===== config.mk =====
export PLATFORM = sky130hd
export DESIGN_NAME = cdc_hs_arbiter
export DESIGN_NICKNAME = d
export VERILOG_FILES = /design/src/rtl/cdc_hs_arbiter.sv
export SDC_FILE = /design/constraint.sdc
export NUM_CORES = 1
export LEC_CHECK = 0
export CAP_MARGIN = 5
export CORE_MARGIN = 4
export CORE_UTILIZATION = 45
export CTS_CLUSTER_SIZE = 12
export DETAILED_ROUTE_END_ITERATION = 8
export PLACE_DENSITY = 0.75
export SKIP_CTS_REPAIR_TIMING = 1
export SLEW_MARGIN = 40
export SYNTH_ARGS = -nofsm -noshare
export SYNTH_HDL_FRONTEND = slang
export SYNTH_SLANG_ARGS = --single-unit

===== constraint.sdc =====
create_clock -name src_clk -period 2.95 [get_ports src_clk]
set_input_delay 0.59 -clock src_clk [delete_from_list [all_inputs] [get_ports src_clk]]
set_output_delay 0.59 -clock src_clk [all_outputs]
set_load 0.05 [all_outputs]

===== src/rtl/cdc_hs_arbiter.sv =====
`default_nettype none
// ============================================================================
// Module   : cdc_hs_arbiter
// Purpose  : Round-robin arbiter/sequencer that shares one multi-bit req/rsp
//            CDC handshake channel among NUM_REQ requesters in src_clk.
//            One requester is granted per transfer. Its {id, payload} is
//            presented on hs_din and a single-cycle hs_vld_in pulse is issued.
//            The arbiter then waits for hs_rdy_out or a timeout, and finally
//            holds a guard interval so the synchronised response can return
//            to zero before the next issue.
// Ports    : src_clk, src_rstn   - clock, async active-low reset
//            req_vld/req_data    - per-requester request level and payload
//            req_ack/req_err     - one-hot completion / timeout pulses
//            tmo_limit           - WAIT-cycle limit, 0 disables timeout
//            hs_vld_in/hs_din    - issue pulse and {id, payload} to handshake
//            hs_rdy_out          - completion pulse from handshake
//            busy, grant_id      - status
// Revision : 1.0 - initial release
// ============================================================================
module cdc_hs_arbiter #(
  parameter int NUM_REQ    = 4,
  parameter int ID_W       = 2,
  parameter int DATA_WIDTH = 16,
  parameter int TMO_W      = 10,
  parameter int GUARD_CYC  = 8
) (
  input  logic                          src_clk,
  input  logic                          src_rstn,
  input  logic [NUM_REQ-1:0]            req_vld,
  input  logic [NUM_REQ*DATA_WIDTH-1:0] req_data,
  output logic [NUM_REQ-1:0]            req_ack,
  output logic [NUM_REQ-1:0]            req_err,
  input  logic [TMO_W-1:0]              tmo_limit,
  output logic                          hs_vld_in,
  output logic [ID_W+DATA_WIDTH-1:0]    hs_din,
  input  logic                          hs_rdy_out,
  output logic                          busy,
  output logic [ID_W-1:0]               grant_id
);

  localparam int                 c_gcnt_w     = $clog2(GUARD_CYC + 1);
  localparam logic [c_gcnt_w-1:0] c_guard_load = c_gcnt_w'(GUARD_CYC - 1);
  localparam logic [ID_W-1:0]     c_last_id    = ID_W'(NUM_REQ - 1);
  localparam logic [TMO_W-1:0]    c_tmo_max    = '1;

  typedef enum logic [1:0] {
    IDLE  = 2'd0,
    ISSUE = 2'd1,
    WAIT  = 2'd2,
    GUARD = 2'd3
  } state_t;

  // --------------------------------------------------------------------------
  // State
  // --------------------------------------------------------------------------
  state_t                       state_q,     state_d;
  logic [ID_W-1:0]              rr_ptr_q,    rr_ptr_d;
  logic [ID_W-1:0]              grant_id_q,  grant_id_d;
  logic [ID_W+DATA_WIDTH-1:0]   hs_din_q,    hs_din_d;
  logic                         hs_vld_in_q, hs_vld_in_d;
  logic [NUM_REQ-1:0]           req_ack_q,   req_ack_d;
  logic [NUM_REQ-1:0]           req_err_q,   req_err_d;
  logic                         busy_q,      busy_d;
  logic [TMO_W-1:0]             tmo_cnt_q,   tmo_cnt_d;
  logic [c_gcnt_w-1:0]          guard_cnt_q, guard_cnt_d;

  // --------------------------------------------------------------------------
  // Per-requester payload slices and one-hot decode of the current grant
  // --------------------------------------------------------------------------
  logic [DATA_WIDTH-1:0] w_slice [NUM_REQ];
  logic [NUM_REQ-1:0]    w_grant_onehot;

  for (genvar g = 0; g < NUM_REQ; g++) begin : g_req
    assign w_slice[g]        = req_data[g*DATA_WIDTH +: DATA_WIDTH];
    assign w_grant_onehot[g] = (grant_id_q == ID_W'(g));
  end

  // --------------------------------------------------------------------------
  // Round-robin pick: first set req_vld bit at or above rr_ptr, wrapping.
  // The inner loop compares against a constant j so only real requester
  // indices are ever addressed, even when NUM_REQ is not a power of two.
  // --------------------------------------------------------------------------
  logic                  w_found;
  logic [ID_W-1:0]       w_pick;
  logic [DATA_WIDTH-1:0] w_pick_data;
  int                    w_idx;

  always_comb begin
    w_found     = 1'b0;
    w_pick      = '0;
    w_pick_data = '0;
    w_idx       = 0;
    for (int i = 0; i < NUM_REQ; i++) begin
      w_idx = int'(rr_ptr_q) + i;
      if (w_idx >= NUM_REQ) begin
        w_idx = w_idx - NUM_REQ;
      end
      for (int j = 0; j < NUM_REQ; j++) begin
        if (!w_found && (j == w_idx) && req_vld[j]) begin
          w_found     = 1'b1;
          w_pick      = ID_W'(j);
          w_pick_data = w_slice[j];
        end
      end
    end
  end

  // Timeout fires on the WAIT cycle whose count equals limit-1.
  logic w_tmo_hit;
  assign w_tmo_hit = (tmo_limit != '0) && (tmo_cnt_q == (tmo_limit - 1'b1));

  // --------------------------------------------------------------------------
  // Next-state logic
  // --------------------------------------------------------------------------
  always_comb begin
    state_d     = state_q;
    rr_ptr_d    = rr_ptr_q;
    grant_id_d  = grant_id_q;
    hs_din_d    = hs_din_q;
    tmo_cnt_d   = tmo_cnt_q;
    guard_cnt_d = guard_cnt_q;
    hs_vld_in_d = 1'b0;
    req_ack_d   = '0;
    req_err_d   = '0;

    case (state_q)
      IDLE: begin
        if (w_found) begin
          state_d    = ISSUE;
          grant_id_d = w_pick;
          hs_din_d   = {w_pick, w_pick_data};
        end
      end

      ISSUE: begin
        // Registered, so the pulse appears on the cycle after ISSUE.
        hs_vld_in_d = 1'b1;
        tmo_cnt_d   = '0;
        state_d     = WAIT;
      end

      WAIT: begin
        // Ack has priority over a coincident timeout.
        if (hs_rdy_out) begin
          req_ack_d = w_grant_onehot;
          state_d   = GUARD;
        end else if (w_tmo_hit) begin
          req_err_d = w_grant_onehot;
          state_d   = GUARD;
        end else if (tmo_cnt_q != c_tmo_max) begin
          tmo_cnt_d = tmo_cnt_q + 1'b1;
        end

        if (state_d == GUARD) begin
          guard_cnt_d = c_guard_load;
          rr_ptr_d    = (grant_id_q == c_last_id) ? '0 : grant_id_q + 1'b1;
        end
      end

      GUARD: begin
        // hs_rdy_out is deliberately ignored here: any pulse is stale.
        if (guard_cnt_q == '0) begin
          state_d = IDLE;
        end else begin
          guard_cnt_d = guard_cnt_q - 1'b1;
        end
      end

      default: begin
        state_d = IDLE;
      end
    endcase

    // Derived from the next state so the registered flag tracks state_q.
    busy_d = (state_d != IDLE);
  end

  // --------------------------------------------------------------------------
  // Registers
  // --------------------------------------------------------------------------
  always_ff @(posedge src_clk or negedge src_rstn) begin
    if (!src_rstn) begin
      state_q     <= IDLE;
      rr_ptr_q    <= '0;
      grant_id_q  <= '0;
      hs_din_q    <= '0;
      hs_vld_in_q <= 1'b0;
      req_ack_q   <= '0;
      req_err_q   <= '0;
      busy_q      <= 1'b0;
      tmo_cnt_q   <= '0;
      guard_cnt_q <= '0;
    end else begin
      state_q     <= state_d;
      rr_ptr_q    <= rr_ptr_d;
      grant_id_q  <= grant_id_d;
      hs_din_q    <= hs_din_d;
      hs_vld_in_q <= hs_vld_in_d;
      req_ack_q   <= req_ack_d;
      req_err_q   <= req_err_d;
      busy_q      <= busy_d;
      tmo_cnt_q   <= tmo_cnt_d;
      guard_cnt_q <= guard_cnt_d;
    end
  end

  assign req_ack   = req_ack_q;
  assign req_err   = req_err_q;
  assign hs_vld_in = hs_vld_in_q;
  assign hs_din    = hs_din_q;
  assign busy      = busy_q;
  assign grant_id  = grant_id_q;

endmodule
`default_nettype wire

-- Word level (Yosys, flattened, before mapping)
Cells that the tools add are included.
- register bits after elaboration: 48
- input port bits: 81
- output and inout port bits: 30
- word-level logic and storage cells: 184
- add/subtract/negate cells: 11
- $lt $le $gt $ge: 4
- eq/ne operators: 26
- mux-type cells: 71
- reduce and logical (&&, ||, !) cells: 62
- operator list (cell ; number):
    equality test 3 x 32 -> 1 bit, first input constant ; 8
    2-to-1 mux 16 bit ; 16
    equality test 2 x 32 -> 1 bit, first input constant ; 4
    logical NOT 32 bit ; 4
    2-to-1 mux 32 bit ; 4
    2-to-1 mux 2 bit ; 20
    logical AND 1 bit ; 32
    2-to-1 mux 10 bit ; 3
    2-to-1 mux 4 bit ; 7
    case mux 10 bit (2 select lines) ; 1
    2-to-1 mux 1 bit ; 18
    logical NOT 1 bit ; 15
    subtractor 3 x 3 -> 4 bit, second input constant ; 3
    adder 10 x 1 -> 10 bit, second input constant ; 1
    equality test 10 bit ; 1
    equality test 2 bit, second input constant ; 5
    != test 10 bit, second input constant ; 1
    != test 2 bit, second input constant ; 5
    nonzero test 10 bit ; 1
    subtractor 10 x 1 -> 10 bit, second input constant ; 1
    greater-or-equal comparator 3 bit, second input constant ; 3
    case mux 2 bit (4 select lines) ; 1
    case mux 4 bit (2 select lines) ; 1
    adder 2 x 2 -> 3 bit, second input constant ; 2
    other kinds (12) ; 17

-- Longest topological paths before layout
- depth after elaboration: 68
- gate-level depth with buffers: 10

-- Worst setup path before layout
OpenSTA, ideal clock, no wires.
- path kind: input to register
- from: input tmo_limit[0]
- to: register rr_ptr_q[1]
- setup time: 0.125 ns
- arrival: 2.644 ns
- required time: 2.825 ns
- path slack: 0.181 ns
- cell stages on the path: 10
- buffers on the path: 1
- cell sequence: inv_1 ha_1 nor2b_2 a21o_1 a211oi_1 or4_4 o41ai_4 buf_6 nand2_4 mux2_4
- longest elaborated chain between the ends: 8
- ends and longest elaborated chain (what ; line ; RTL):
    start: declaration ; 33 ; input logic [TMO_W-1:0] tmo_limit,
    subtractor 10 x 1 -> 10 bit ; 110 ; assign w_tmo_hit = (tmo_limit != '0) && (tmo_cnt_q == (tmo_limit - 1'b1));
    equality test 10 bit ; 110 ;
    logical AND 1 bit * ; 110 ;
    2-to-1 mux 2 bit * ; 147 ; end else if (w_tmo_hit) begin
    2-to-1 mux 2 bit * ; 144 ; if (hs_rdy_out) begin
    2-to-1 mux 2 bit * ; 126 ; case (state_q)
    equality test 2 bit * ; 154 ; if (state_d == GUARD) begin
    AND reduction 2 bit (no line) * ; - ;
    end signal: assignment ; 195 ; rr_ptr_q <= rr_ptr_d;
    end: declaration ; 57 ; logic [ID_W-1:0] rr_ptr_q, rr_ptr_d;
Every way passes the cells marked *; elsewhere a longest branch is shown, timed or not. The select of a mux whose other input is x is not followed.
A chain may end at the register's enable or synchronous reset.

-- Worst setup path after layout
- from: input tmo_limit[3]
- to: register tmo_cnt_q[8]
- longest elaborated chain between the ends: 5
- ends and longest elaborated chain (what ; line ; RTL):
    subtractor 10 x 1 -> 10 bit ; 110 ;
    equality test 10 bit ; 110 ;
    logical AND 1 bit * ; 110 ;
    != test 2 bit (no line) * ; - ;
    AND reduction 4 bit (no line) * ; - ;
    end signal: assignment ; 202 ; tmo_cnt_q <= tmo_cnt_d;
    end: declaration ; 64 ; logic [TMO_W-1:0] tmo_cnt_q, tmo_cnt_d;
Every way passes the cells marked *; elsewhere a longest branch is shown, timed or not.

==> results.md <==
* Worst VDD drop at 0.523 mV
* Largest stage delay, worst path at 0.50 ns
* Vias at 5294
* Number of synthesized register bits at 46
* Post-Syn Instances at 525
* WL/cell at 20.7 µm
* HP Class: in -> async
* Net Sw Frac at 0.490
* Slew HR at 0.555
* Flop2flop setup slack at 0.48 ns
* # H-tree levels at 2
* Final setup TNS at 0 ns
* Net switching power at 2.10 mW
* Largest net degree at the start of global routing at 28
* Worst EP required at 3.19 ns
* First-pass GRT wire length at 25700 µm
* Slew @ Worst Pin at 0.668 ns
* Hpwl dp at 11500 µm
* Tcrit/Tclk final at 0.969
* Combinational power share at 0.640
* Gr ovfl total at 0
* Die Ht at 105 µm
* Yosys top cell area share at 0.273
* # DRC at 0
* Max Cap Violations at 0
* Skew final at 0.0156 ns
* Synth Area in Adders at 0.0208
* Largest family of logic cells by synthesized area: compound AO/OA/AOI/OAI gates
* XOR/XNOR Fraction of Synth Area at 0.0166
* R2r endpoint: hs_din[10]$_DFFE_PN0P_
* Synthesized cell area at 4220 µm²
* CP cell instances: clkdlybuf4s50_1 > nor3_2 > and4_1 > o21ai_0 > a21bo_2 > o41ai_4 > buf_4 > buf_4 > or4_1 > a21oi_1
* Mean number of vias per cell at 6.88
* Core area at 9200 µm²
* Critical Path End: tmo_cnt_q[8]$_DFFE_PN0P_
* Detailed Route Iter0 Violations at 674
* Setup WS post-layout at 0.0909 ns
* Util after Layout at 0.645
* Clk Latency, worst-skew pair at 0.31 ns
* CP startpoint: tmo_limit[3]
* Area of the multi-input gates at 2850 µm²
* Clk pwr share at 0.101
* Inserted Diodes at 0
* Flop pwr share at 0.258
* Cell family with most CP delay: simple AND/OR/NAND/NOR gates
* Critical path buffers and inverters at 3
* Leading area contributor after synthesis: dfrtp_1
* Routed WL at 15900 µm
* CP Class: in -> reg
* Post-layout minimum cycle time at 2.86 ns
* Nets at 745
* Critical path arrival at 3.10 ns
* CTS Buf Count at 5
* Register area share after synthesis at 0.273
* Syn_nets at 613
* Starting density of the core at 0.459
* FF-to-FF Start: rr_ptr_q[1]$_DFFE_PN0P_
* Worst Reg2Reg Path Length in Cells at 8
* TritonCTS sink count at 46
* Post-synthesis mux area share at 0.0208
* Fmax at 350 MHz
* Power Density at 721 nW/µm²
* Reg clk slew, reported paths at 0.10 ns
* P_int at 2.18 mW
* Clock root buffer: clkbuf_8
* Stages on the worst setup path at 10
* Input/output buffers at 110
* Final Max Slew Viols at 0
* Die Span X at 105 µm
* DRT Pass-1 Iters at 5
* Filler Cell Count at 777
* GR Util All Layers at 0.279
* Vias in the first global route at 4958
* Setup violators final at 0
* YS warnings at 0
* Number of synthesized flops with an enable pin at 0
* Netlist cell types at 68
* Worst setup EP type: flip-flop
* Io pins at 111
* Area growth syn-to-layout at 40.7%
* Worst-path fanout max at 6
* Site Rows at 35
* Static leakage at 2.40 nW
* Routability cong. at 0.989
* Crit-path slowest cell: or4_1
* Compound-Gate Fraction of Synth Area at 0.409
* Longest Clk Path Bufs at 2
* CTS tree: done
* Status: completed
* Synth Area per Inst at 8.03 µm²
* Layout cells sized above 1 at 0.146
* Ys async rst share at 1.00
* Place WS at -0.353 ns
* Startpoint types: input port
* Hold Vio Cnt, Final at 0
* Die area at 11000 µm²
* Initial antenna violation count at 0
* Register area at 1150 µm²
* Simple-gate share of the synthesized area at 0.199
* Cell mode on critical path: buf_4
* Antenna viol nets, final at 0
* Post-synth top flop: dfrtp_1
* Synth top area cells: dfrtp_1 27%, a221oi_1 9.3%, o21ai_0 4.9%, a21oi_1 4.6%, nor2_1 3.7%
==> worst min-delay path by stage <==
stage | startpoint | to | slack (ns) | depth (start not counted)
after floorplan | src_rstn | busy$_DFF_PN0_ | 0.29 | 0
after CTS | src_rstn | hs_din[13]$_DFFE_PN0P_ | 0.24 | 1
after global placement | hs_din[8]$_DFFE_PN0P_ | hs_din[8]$_DFFE_PN0P_ | 0.49 | 1
after global routing | src_rstn | hs_din[13]$_DFFE_PN0P_ | 0.26 | 1
final | src_rstn | hs_din[13]$_DFFE_PN0P_ | 0.23 | 1
after detailed placement | hs_din[7]$_DFFE_PN0P_ | hs_din[7]$_DFFE_PN0P_ | 0.51 | 1
==> cells by family after synthesis <==
group                      count (synthesis)
buffers and inverters                     65
and+or+nand+nor                          157
AOI/OAI and AO/OA                        235
adders and majority gates                  7
xor gates and xnor gates                   8
DFF                                       46
muxes                                      7
==> per-stage QoR <==
step	cells	hold slack [ns]	instance area (µm²)	power, mW
floorplan	525	0.294	4220	2.83
global placement	759	0.485	5760	3.71
detailed placement	759	0.506	5760	3.79
CTS	767	0.238	5860	4.23
global route	769	0.260	5930	4.53
finish	769	0.225	5930	4.28
==> sequential cells by signal, indices dropped and copies added (netlist names), 2 cells and up <==
signal	cells
req_ack	4
hs_din	16
guard_cnt_q	4
rr_ptr_q	2
state_q	2
grant_id	2
tmo_cnt_q	10
req_err	4
==> routing by layer <==
layer	GRT usage	part of all wire	wire [µm]
met5	0	0	0
met3	0.0383	0.11	1710
met1	0.400	0.41	6570
met2	0.434	0.45	7200
met4	0.0890	0.027	425
==> placed cells by master, fill, tap and decap left out, drive strengths merged, types with 4 or more instances in the layout <==
cell type,Yosys,final
o22a,7,7
nand2b,5,5
nor2,42,42
nor2b,9,9
o221a,6,6
and3,11,11
a31oi,9,9
a22oi,7,7
buf,5,60
clkbuf,39,7
nor3,8,8
a221o,15,15
nand3,17,17
nand2,31,31
inv,20,21
xor2,4,4
o221ai,10,10
mux2i,5,5
a221oi,45,45
o22ai,15,15
a21oi,39,39
and2,11,11
or4,6,6
o31ai,5,5
o41ai,11,11
dfrtp,46,46
ha,7,7
xnor2,4,4
clkdlybuf4s50,0,107
o21ai,42,42
==> power by group through the flow <==
stage                     combinational [mW]  sequential (mW)  clock (mW)
final                                   2.74             1.10       0.433
after global routing                    2.93             1.14       0.461
after CTS                               2.69             1.09       0.445
after detailed placement                2.69             1.10           0
after global placement                  2.62             1.09           0
after floorplan                         1.37             1.46           0
==> worst register-to-register path, delay by kind of cell, from the launching register on <==
kind	cells	cell delay, ns
DFF	1	0.60
buffers and inverters	1	0.30
and+or+nand+nor	2	0.48
AOI/OAI and AO/OA	5	0.99
==> synth_stat cells (6+ instances only) <==
cell,instances
o221ai_1,10
a22oi_1,7
ha_1,7
a21oi_1,39
a221o_1,15
a31oi_1,9
nand3_1,17
o22a_1,7
o41ai_1,10
o22ai_1,15
a221oi_1,45
and2_1,10
nor2b_1,8
inv_1,20
and3_1,11
clkbuf_1,39
o21ai_0,41
dfrtp_1,46
nor2_1,42
o221a_2,6
nand2_1,30
==> cell type report <==
type                    instances  area share
clock buffers                   7      0.0146
flip-flops and latches         46       0.194
repair buffers                169       0.272
multi-input cells             414       0.481
clock inverters                 1     0.00148
well taps                     111      0.0234
inverters                      21      0.0133
Note: power is estimated with default switching activity, not from simulation.
